[config.mk]
export PLATFORM = sky130hd
export DESIGN_NAME = led_pattern_gen
export DESIGN_NICKNAME = d
export VERILOG_FILES = /design/src/rtl/led_pkg.sv /design/src/rtl/tick_div.sv /design/src/rtl/led_pattern_gen.sv
export SDC_FILE = /design/constraint.sdc
export NUM_CORES = 1
export LEC_CHECK = 0
export CORE_ASPECT_RATIO = 1.5
export CORE_MARGIN = 8
export CORE_UTILIZATION = 55
export DETAILED_ROUTE_END_ITERATION = 6
export HOLD_SLACK_MARGIN = 0.08
export PLACE_DENSITY = 0.74
export SLEW_MARGIN = 15
export SYNTH_ARGS = -nofsm -noshare
export SYNTH_HDL_FRONTEND = slang
export SYNTH_SLANG_ARGS = --single-unit
[constraint.sdc]
create_clock -name clk_in -period 3.4 [get_ports clk_in]
set_input_delay 0.68 -clock clk_in [delete_from_list [all_inputs] [get_ports clk_in]]
set_output_delay 0.68 -clock clk_in [all_outputs]
set_load 0.005 [all_outputs]
[src/rtl/led_pkg.sv]
// rtl/led_pkg.sv - mode codes, default step dividers and bounce direction type
package led_pkg;

    localparam logic [2:0] MODE_WALK_L = 3'd0;
    localparam logic [2:0] MODE_ROT_R  = 3'd1;
    localparam logic [2:0] MODE_SWEEP  = 3'd2;
    localparam logic [2:0] MODE_BOUNCE = 3'd3;
    localparam logic [2:0] MODE_COUNT  = 3'd4;
    localparam logic [2:0] MODE_HOLD   = 3'd5;

    // Step period minus one at 5 MHz: 200 ms, 350 ms, 500 ms, 1 s
    localparam int DEF_DIV0 = 999_999;
    localparam int DEF_DIV1 = 1_749_999;
    localparam int DEF_DIV2 = 2_499_999;
    localparam int DEF_DIV3 = 4_999_999;

    typedef enum logic {
        DIR_LEFT  = 1'b0,
        DIR_RIGHT = 1'b1
    } dir_e;

endpackage

[src/rtl/tick_div.sv]
// rtl/tick_div.sv - selectable step divider: one-cycle tick every DIVk+1 enabled clocks
module tick_div
    import led_pkg::*;
#(
    parameter int DIV0  = DEF_DIV0,
    parameter int DIV1  = DEF_DIV1,
    parameter int DIV2  = DEF_DIV2,
    parameter int DIV3  = DEF_DIV3,
    parameter int DIV_W = 24
) (
    input  logic       clk_in,
    input  logic       rst_n,
    input  logic       en,
    input  logic [1:0] sel,
    input  logic       clr,
    output logic       tick
);

    localparam logic [DIV_W-1:0] L_DIV0 = DIV_W'(DIV0);
    localparam logic [DIV_W-1:0] L_DIV1 = DIV_W'(DIV1);
    localparam logic [DIV_W-1:0] L_DIV2 = DIV_W'(DIV2);
    localparam logic [DIV_W-1:0] L_DIV3 = DIV_W'(DIV3);

    logic [DIV_W-1:0] r_cnt;
    logic [DIV_W-1:0] w_div;
    logic             w_wrap;

    always_comb begin
        w_div = L_DIV0;
        case (sel)
            2'd0:    w_div = L_DIV0;
            2'd1:    w_div = L_DIV1;
            2'd2:    w_div = L_DIV2;
            default: w_div = L_DIV3;
        endcase
    end

    assign w_wrap = (r_cnt == w_div);
    // A clear wins over a terminal count, so a selection change never emits a tick
    assign tick   = en && !clr && w_wrap;

    always_ff @(posedge clk_in or negedge rst_n) begin
        if (!rst_n) begin
            r_cnt <= '0;
        end else if (clr) begin
            r_cnt <= '0;
        end else if (en) begin
            r_cnt <= w_wrap ? '0 : r_cnt + DIV_W'(1);
        end
    end

endmodule

[src/rtl/led_pattern_gen.sv]
// rtl/led_pattern_gen.sv - LED pattern generator: synchronised switches, step divider, six patterns
module led_pattern_gen
    import led_pkg::*;
#(
    parameter int N_LED = 4,
    parameter int DIV0  = DEF_DIV0,
    parameter int DIV1  = DEF_DIV1,
    parameter int DIV2  = DEF_DIV2,
    parameter int DIV3  = DEF_DIV3,
    parameter int DIV_W = 24
) (
    input  logic             clk_in,
    input  logic             rst_n,
    input  logic             en,
    input  logic [2:0]       mode,
    input  logic [1:0]       speed,
    output logic [N_LED-1:0] led,
    output logic             step
);

    localparam logic [N_LED-1:0] L_ONE = N_LED'(1);
    localparam logic [N_LED-1:0] L_MSB = L_ONE << (N_LED - 1);

    logic             r_en_s1, r_en_s;
    logic [2:0]       r_mode_s1, r_mode_s, r_mode_prev;
    logic [1:0]       r_speed_s1, r_speed_s, r_speed_prev;
    logic [N_LED-1:0] r_led;
    logic [N_LED-1:0] r_ptr;
    dir_e             r_dir;
    logic             r_step;

    logic             w_mode_chg;
    logic             w_speed_chg;
    logic             w_tick;
    logic [N_LED-1:0] w_next;
    logic [N_LED-1:0] w_ptr_next;
    dir_e             w_dir_next;
    logic [N_LED-1:0] w_seed;

    always_ff @(posedge clk_in or negedge rst_n) begin
        if (!rst_n) begin
            r_en_s1      <= 1'b0;
            r_en_s       <= 1'b0;
            r_mode_s1    <= '0;
            r_mode_s     <= '0;
            r_mode_prev  <= '0;
            r_speed_s1   <= '0;
            r_speed_s    <= '0;
            r_speed_prev <= '0;
        end else begin
            r_en_s1      <= en;
            r_en_s       <= r_en_s1;
            r_mode_s1    <= mode;
            r_mode_s     <= r_mode_s1;
            r_mode_prev  <= r_mode_s;
            r_speed_s1   <= speed;
            r_speed_s    <= r_speed_s1;
            r_speed_prev <= r_speed_s;
        end
    end

    assign w_mode_chg  = (r_mode_s != r_mode_prev);
    assign w_speed_chg = (r_speed_s != r_speed_prev);

    tick_div #(
        .DIV0  (DIV0),
        .DIV1  (DIV1),
        .DIV2  (DIV2),
        .DIV3  (DIV3),
        .DIV_W (DIV_W)
    ) u_tick_div (
        .clk_in (clk_in),
        .rst_n  (rst_n),
        .en     (r_en_s),
        .sel    (r_speed_s),
        .clr    (w_mode_chg | w_speed_chg),
        .tick   (w_tick)
    );

    always_comb begin
        w_next     = r_led;
        w_ptr_next = r_ptr;
        w_dir_next = r_dir;
        case (r_mode_s)
            MODE_WALK_L: w_next = {r_led[N_LED-2:0], r_led[N_LED-1]};
            MODE_ROT_R:  w_next = {r_led[0], r_led[N_LED-1:1]};
            MODE_SWEEP: begin
                w_next     = r_led ^ r_ptr;
                w_ptr_next = (r_ptr == L_ONE) ? L_MSB : (r_ptr >> 1);
            end
            MODE_BOUNCE: begin
                // Turn around on arrival so each end bit is lit for a single tick
                if (r_dir == DIR_LEFT) begin
                    w_next = r_led << 1;
                    if (w_next[N_LED-1]) w_dir_next = DIR_RIGHT;
                end else begin
                    w_next = r_led >> 1;
                    if (w_next[0]) w_dir_next = DIR_LEFT;
                end
            end
            MODE_COUNT:  w_next = r_led + L_ONE;
            default:     w_next = r_led;
        endcase
    end

    always_comb begin
        w_seed = r_led;
        case (r_mode_s)
            MODE_WALK_L: w_seed = L_ONE;
            MODE_BOUNCE: w_seed = L_ONE;
            MODE_COUNT:  w_seed = '0;
            default:     w_seed = r_led;
        endcase
    end

    always_ff @(posedge clk_in or negedge rst_n) begin
        if (!rst_n) begin
            r_led  <= L_ONE;
            r_ptr  <= L_MSB;
            r_dir  <= DIR_LEFT;
            r_step <= 1'b0;
        end else begin
            r_step <= w_tick;
            // Pointer and direction only matter in their own modes, so reseed both on any change
            if (w_mode_chg) begin
                r_led <= w_seed;
                r_ptr <= L_MSB;
                r_dir <= DIR_LEFT;
            end else if (w_tick) begin
                r_led <= w_next;
                r_ptr <= w_ptr_next;
                r_dir <= w_dir_next;
            end
        end
    end

    assign led  = r_led;
    assign step = r_step;

endmodule

==> flow_summary.ini, run 1 <==
[synthesis]
synth.most_common_cell = dfrtp_1
synth_area_per_cell_um2 = 9.64
yosysTopAreaCellShare_pct = 43.1
synth-seq-area-share_pct = 45.0
syn_inst = 295
async_reset_ff_share_pct = 100
synth_largest_area_cell = dfrtp_1
synth_warnings = 0
syn_nets = 310
yosysUniqueCellTypes = 55
synth_area_leaders = dfrtp_1, mux2i_1, nand3_1
netlist_top_cells_count = dfrtp_1, nand2_1, nand3_1
synthesis.area_um2 = 2840
synth_edf_count = 0
synth_seq_cells = 51
synth_flop_cell = dfrtp_1

[setup_path]
crit_chain = inv_1 -> ha_1 -> or4b_1 -> a222oi_1 -> and3_2 -> a21boi_2 -> buf_4 -> and3_1 -> a211o_1
cpMaxStageDelayCell = or4b_1
startpoint = r_speed_s[0]
r2r_end = u_tick_div.r_cnt[8]
cp-end-kind = register
crit_end = u_tick_div.r_cnt[8]
crit_path_start_kind = register
slowest_delay_ns = 0.48
critical_path.max_fanout = 33
rr_startpoint = r_speed_s[0]
r2r_slack_ns = 0.55
required_ns = 3.61
worstRegToRegCells = 9
crit_type = reg2reg
worstPathArrival_ns = 3.06

[drt]
antenna_left = 0
wire_per_inst_um = 16.5
via_count = 2306
drc = 0
drt_iter0_markers = 113
drt-pass1-iter-count = 4
drt-total-wl_um = 6190
drt-vias-per-instance = 6.17

[timing]
worst_slew_pin_slew_ns = 0.641
finalSetupViolCount = 0
period_share_pct = 83.9
skew_ns = 0.0123
rsz0062_at_grt = no
setup_ws_ns = 0.546
maxSlewHeadroom_pct = 56.7
min_period_ns = 2.85
finalHoldViolCount = 0
fin_tns_setup_ns = 0
max_freq_ghz = 0.350
slew_viol_final = 0

[place]
dp_hpwl_um = 4610
gp_congestion = 0.871
place_ws_ns = 0.583
port_buffers = 12
place_area_um2 = 3020
dpl.cell_count = 366

[floorplanning]
io_pins = 13
coreArea_um2 = 5080
num_rows = 32
start_util_pct = 55.9
die_w_um = 74.7
die_h_um = 104
dieArea_um2 = 7770

[grt]
antenna_found_initial = 0
grt_max_degree = 52
grt_pass1_vias = 2232
gr-total-overflow = 0
grt_first_pass_wirelength_um = 10600
grtUsageTotal_pct = 17.2

[clocking]
numCtsBuffers = 5
clk_pin_slew_ns = 0.10
cts_tree = built
cts_buffer_depth = 2
cts_hold_buf = 0
postCtsSetupRepairBufs = 0
clock_latency_ns = 0.31
cts_resized = 0
htreeDepth = 2
cts_root_buf = clkbuf_8
clock_sinks = 51

[layout]
finalNonFillerCells = 374
areaGrowthSynthToFinish_pct = 9.73
drive_above_1_share_pct = 9.15
final_nets = 320
antenna_cells = 0
fin_area_um2 = 3120

[status]
status = complete, no violations

[min_path]
hold_class = reg2reg
worstHoldStart = r_en_s1

[power]
ir_drop_uv = 291
powerDensity_nw_per_um2 = 354
power.leakage_nw = 1.36

[flow_run]
drv_cap = 0
[registers in the layout (all words and copies together) (netlist names)]
name              cells
led                   4
r_dir                 1
r_en_s                1
r_en_s1               1
r_mode_prev           3
r_mode_s              3
r_mode_s1             3
r_ptr                 4
r_speed_prev          2
r_speed_s             2
r_speed_s1            2
step                  1
u_tick_div.r_cnt     24
[cells by family (layout without fill, tap and decap cells)]
family | after synthesis | after routing | share of synthesized area [%]
AO/OA/AOI/OAI | 67 | 67 | 16.8
flip-flops | 51 | 51 | 45.0
XOR/XNOR | 14 | 14 | 4.31
adder cells (fa/ha/maj) | 7 | 7 | 3.08
multiplexers | 14 | 14 | 5.15
AND/OR/NAND/NOR | 117 | 117 | 22.0
buffers and inverters | 25 | 36 | 3.70
[worst max-delay path: cells and delay by family, from the launching register on]
| kind | cells | cell delay [ns] |
|---|---|---|
| buffers and inverters | 2 | 0.35 |
| DFF | 1 | 0.45 |
| AOI/OAI and AO/OA | 3 | 0.64 |
| adders and majority gates | 1 | 0.33 |
| and+or+nand+nor | 3 | 0.97 |
[placed cells by master (no fill, tap or decap), types with 4 or more instances in the layout]
cell type / instances
a22o_1: 8
clkbuf_8: 5
nor3_1: 7
nor2_1: 18
inv_1: 11
and3_1: 7
dfrtp_1: 49
nand4_1: 6
ha_1: 7
or3_1: 5
clkdlybuf4s50_1: 11
o21ai_0: 6
a21o_1: 4
a21oi_1: 20
buf_4: 6
xnor2_1: 8
nand2_1: 29
mux2i_1: 12
nand3_1: 22
xor2_1: 6
[cell type report]
type                            instances  area, µm²
Fill cell                             454       1970
Clock inverter                          3       26.3
Multi-Input combinational cell        219       1460
Timing Repair Buffer                   17        155
Sequential cell                        51       1280
Clock buffer                            5       68.8
Inverter                               11       41.3
Tap cell                               68       85.1
[where the power goes]
part | internal [W] | switching, W | total [W] | leakage, nW
sequential | 0.000621 | 0.0000190 | 0.000640 | 0.666
clock | 0.000152 | 0.000218 | 0.000370 | 0.0491
combinational | 0.0000444 | 0.0000510 | 0.0000954 | 0.640
total | 0.000818 | 0.000288 | 0.00111 | 1.36
[per-stage QoR]
stage	total power, W	hold WS, ns	utilization (%)
finish	0.00111	0.353	61.3
global route	0.00116	0.371	61.3
CTS	0.00112	0.357	61.3
detailed placement	0.000750	0.335	59.4
global placement	0.000748	0.333	59.4
floorplan	0.000705	0.331	-
[worst min-delay path by stage]
stage	endpoint	slack (ns)	cells past startpoint
after floorplan	r_en_s	0.33	0
after global placement	r_en_s	0.33	0
after detailed placement	r_speed_s[0]	0.33	0
after CTS	r_en_s	0.36	0
after global routing	r_mode_s[2]	0.37	0
final	r_en_s	0.35	0
[per-layer routing]
layer	global-route usage, %	part of all wire [%]	vias up	wire length [µm]
met5	0	0	-	0
li1	-	-	1104	-
met4	7.46	2.6	0	162
met1	18.9	39	1135	2440
met2	30.6	55	53	3400
met3	2.90	3.0	14	183
Note: power is estimated with default switching activity, not from simulation.
==> run 2, diff against run 1 <==
clock period = 2.76 ns   (was 3.4 ns; I/O delays follow)
==> run 2 against run 1 <==
Effect of this change: final cell count rose by 2.7%; clock skew is 0.0049 ns lower; sequential cell count stayed put; hold slack got worse by 0.20 ns; global-route usage increased by 1.1 points; critical endpoint is now u_tick_div.r_cnt[7]; largest power group unchanged.
==> flow_summary.ini, run 2 (synthesized netlist as in run 1, its figures left out) <==
[min_path]
hold_class = in2async

[place]
place_area_um2 = 3070
dp_hpwl_um = 4740
port_buffers = 12
place_ws_ns = 0.0898
gp_congestion = 0.881

[timing]
skew_ns = 0.00741
maxSlewHeadroom_pct = 65.2
worst_slew_pin_slew_ns = 0.517
finalSetupViolCount = 0
finalHoldViolCount = 0
whs_ns = 0.149
max_freq_ghz = 0.380
period_share_pct = 95.5
min_period_ns = 2.63
fin_tns_setup_ns = 0
rsz0062_at_grt = yes
slew_viol_final = 0
setup_ws_ns = 0.125

[floorplanning]
io_pins = 13
dieArea_um2 = 7770
start_util_pct = 55.9
die_w_um = 74.7
coreArea_um2 = 5080
num_rows = 32
die_h_um = 104

[grt]
top_usage_layer = met2
grt_pass1_vias = 2361
grtUsageTotal_pct = 18.4
grt_first_pass_wirelength_um = 11300
grtUsageMet2_pct = 32.9
met3_usage_pct = 2.32
grt_max_degree = 37
gr-total-overflow = 0
grtUsageMet1_pct = 20.7
antenna_found_initial = 0

[clocking]
clock_sinks = 51
cts_buffer_depth = 2
cts_root_buf = clkbuf_8
cts_tree = built
clk_pin_slew_ns = 0.10
clock_latency_ns = 0.30
numCtsBuffers = 5
htreeDepth = 2

[setup_path]
crit_path_start_kind = register
rr_startpoint = r_speed_s[0]
cp-end-kind = register
worstPathArrival_ns = 2.84
required_ns = 2.96
critical_path.max_fanout = 11
startpoint = r_speed_s[0]
crit_type = reg2reg

[status]
status = complete, no violations

[drt]
antenna_left = 0
wire_per_inst_um = 17.2
via_count = 2347
drt-vias-per-instance = 6.11
drt_iter0_markers = 103
drc = 0
drt-pass1-iter-count = 4
drt-total-wl_um = 6590

[layout]
final_cell_mix = dfrtp_1, nand2_1, nand3_1
largest_register = u_tick_div.r_cnt
largest_register_ffs = 24
final_nets = 330
drive_above_1_share_pct = 12.0
areaGrowthSynthToFinish_pct = 13.1
antenna_cells = 0
fin_area_um2 = 3210
final_common_cell = dfrtp_1

[power]
power.leakage_nw = 1.42
powerDensity_nw_per_um2 = 446
p_total_w = 0.00143
ir_drop_uv = 265

[flow_run]
drv_cap = 0
-- run 2: per-stage QoR --
| step | std cells | util, % |
|---|---|---|
| after floorplan | 295 | - |
| after CTS | 382 | 62.9 |
| after detailed placement | 373 | 60.5 |
| final | 384 | 63.2 |
| after global routing | 384 | 63.2 |
| after global placement | 373 | 60.5 |
-- run 2: final cells by class --
class                           instances  area, µm²
Fill cell                             451       1870
Sequential cell                        51       1280
Clock inverter                          3       43.8
Multi-Input combinational cell        219       1470
Tap cell                               68       85.1
Inverter                               11       41.3
Timing Repair Buffer                   27        229
Clock buffer                            5       68.8
-- run 2: critical path: stages, from the launching register on --
cell and delay [ns]:
dfrtp_1 0.39, inv_1 0.11, ha_1 0.25, or4b_1 0.49, a222oi_1 0.36, and3_4 0.29
a21boi_2 0.14, buf_6 0.19, a21o_1 0.15, a22o_1 0.17
-- run 2: worst paths after layout --
kind | to | slack, ns | depth (start not counted)
hold reg to reg | r_mode_s[1] | 0.36 | 0
min in group clk_in | r_mode_s[1] | 0.36 | 0
setup reg to reg | u_tick_div.r_cnt[7] | 0.13 | 9
hold / removal | u_tick_div.r_cnt[16] | 0.15 | 1
setup / recovery | u_tick_div.r_cnt[7] | 0.13 | 9
max in group asynchronous | led[0] | 1.80 | 2
-- run 2: timing repair --
item / CTS / global route
setup endpoints to repair: 4 / 10
resized for setup: 1 / 1
cloned: 0 / 1
setup buffers: 1 / 1
hold buffers: 0 / 0
hold endpoints to repair: 0 / 0
pin swaps: 0 / 2
-- run 2: where the power goes --
group / total, W / switching (W) / internal [W] / leakage [nW]
combinational: 0.000126 / 0.0000672 / 0.0000584 / 0.691
sequential: 0.000787 / 0.0000218 / 0.000766 / 0.666
clock: 0.000522 / 0.000252 / 0.000270 / 0.0581
total: 0.00143 / 0.000341 / 0.00109 / 1.42
-- run 2: layer usage --
| layer | vias up | share of wire (%) |
|---|---|---|
| met3 | 17 | 3.3 |
| met2 | 58 | 54 |
| met1 | 1146 | 40 |
| met4 | 0 | 2.6 |
| li1 | 1126 | - |
| met5 | - | 0 |
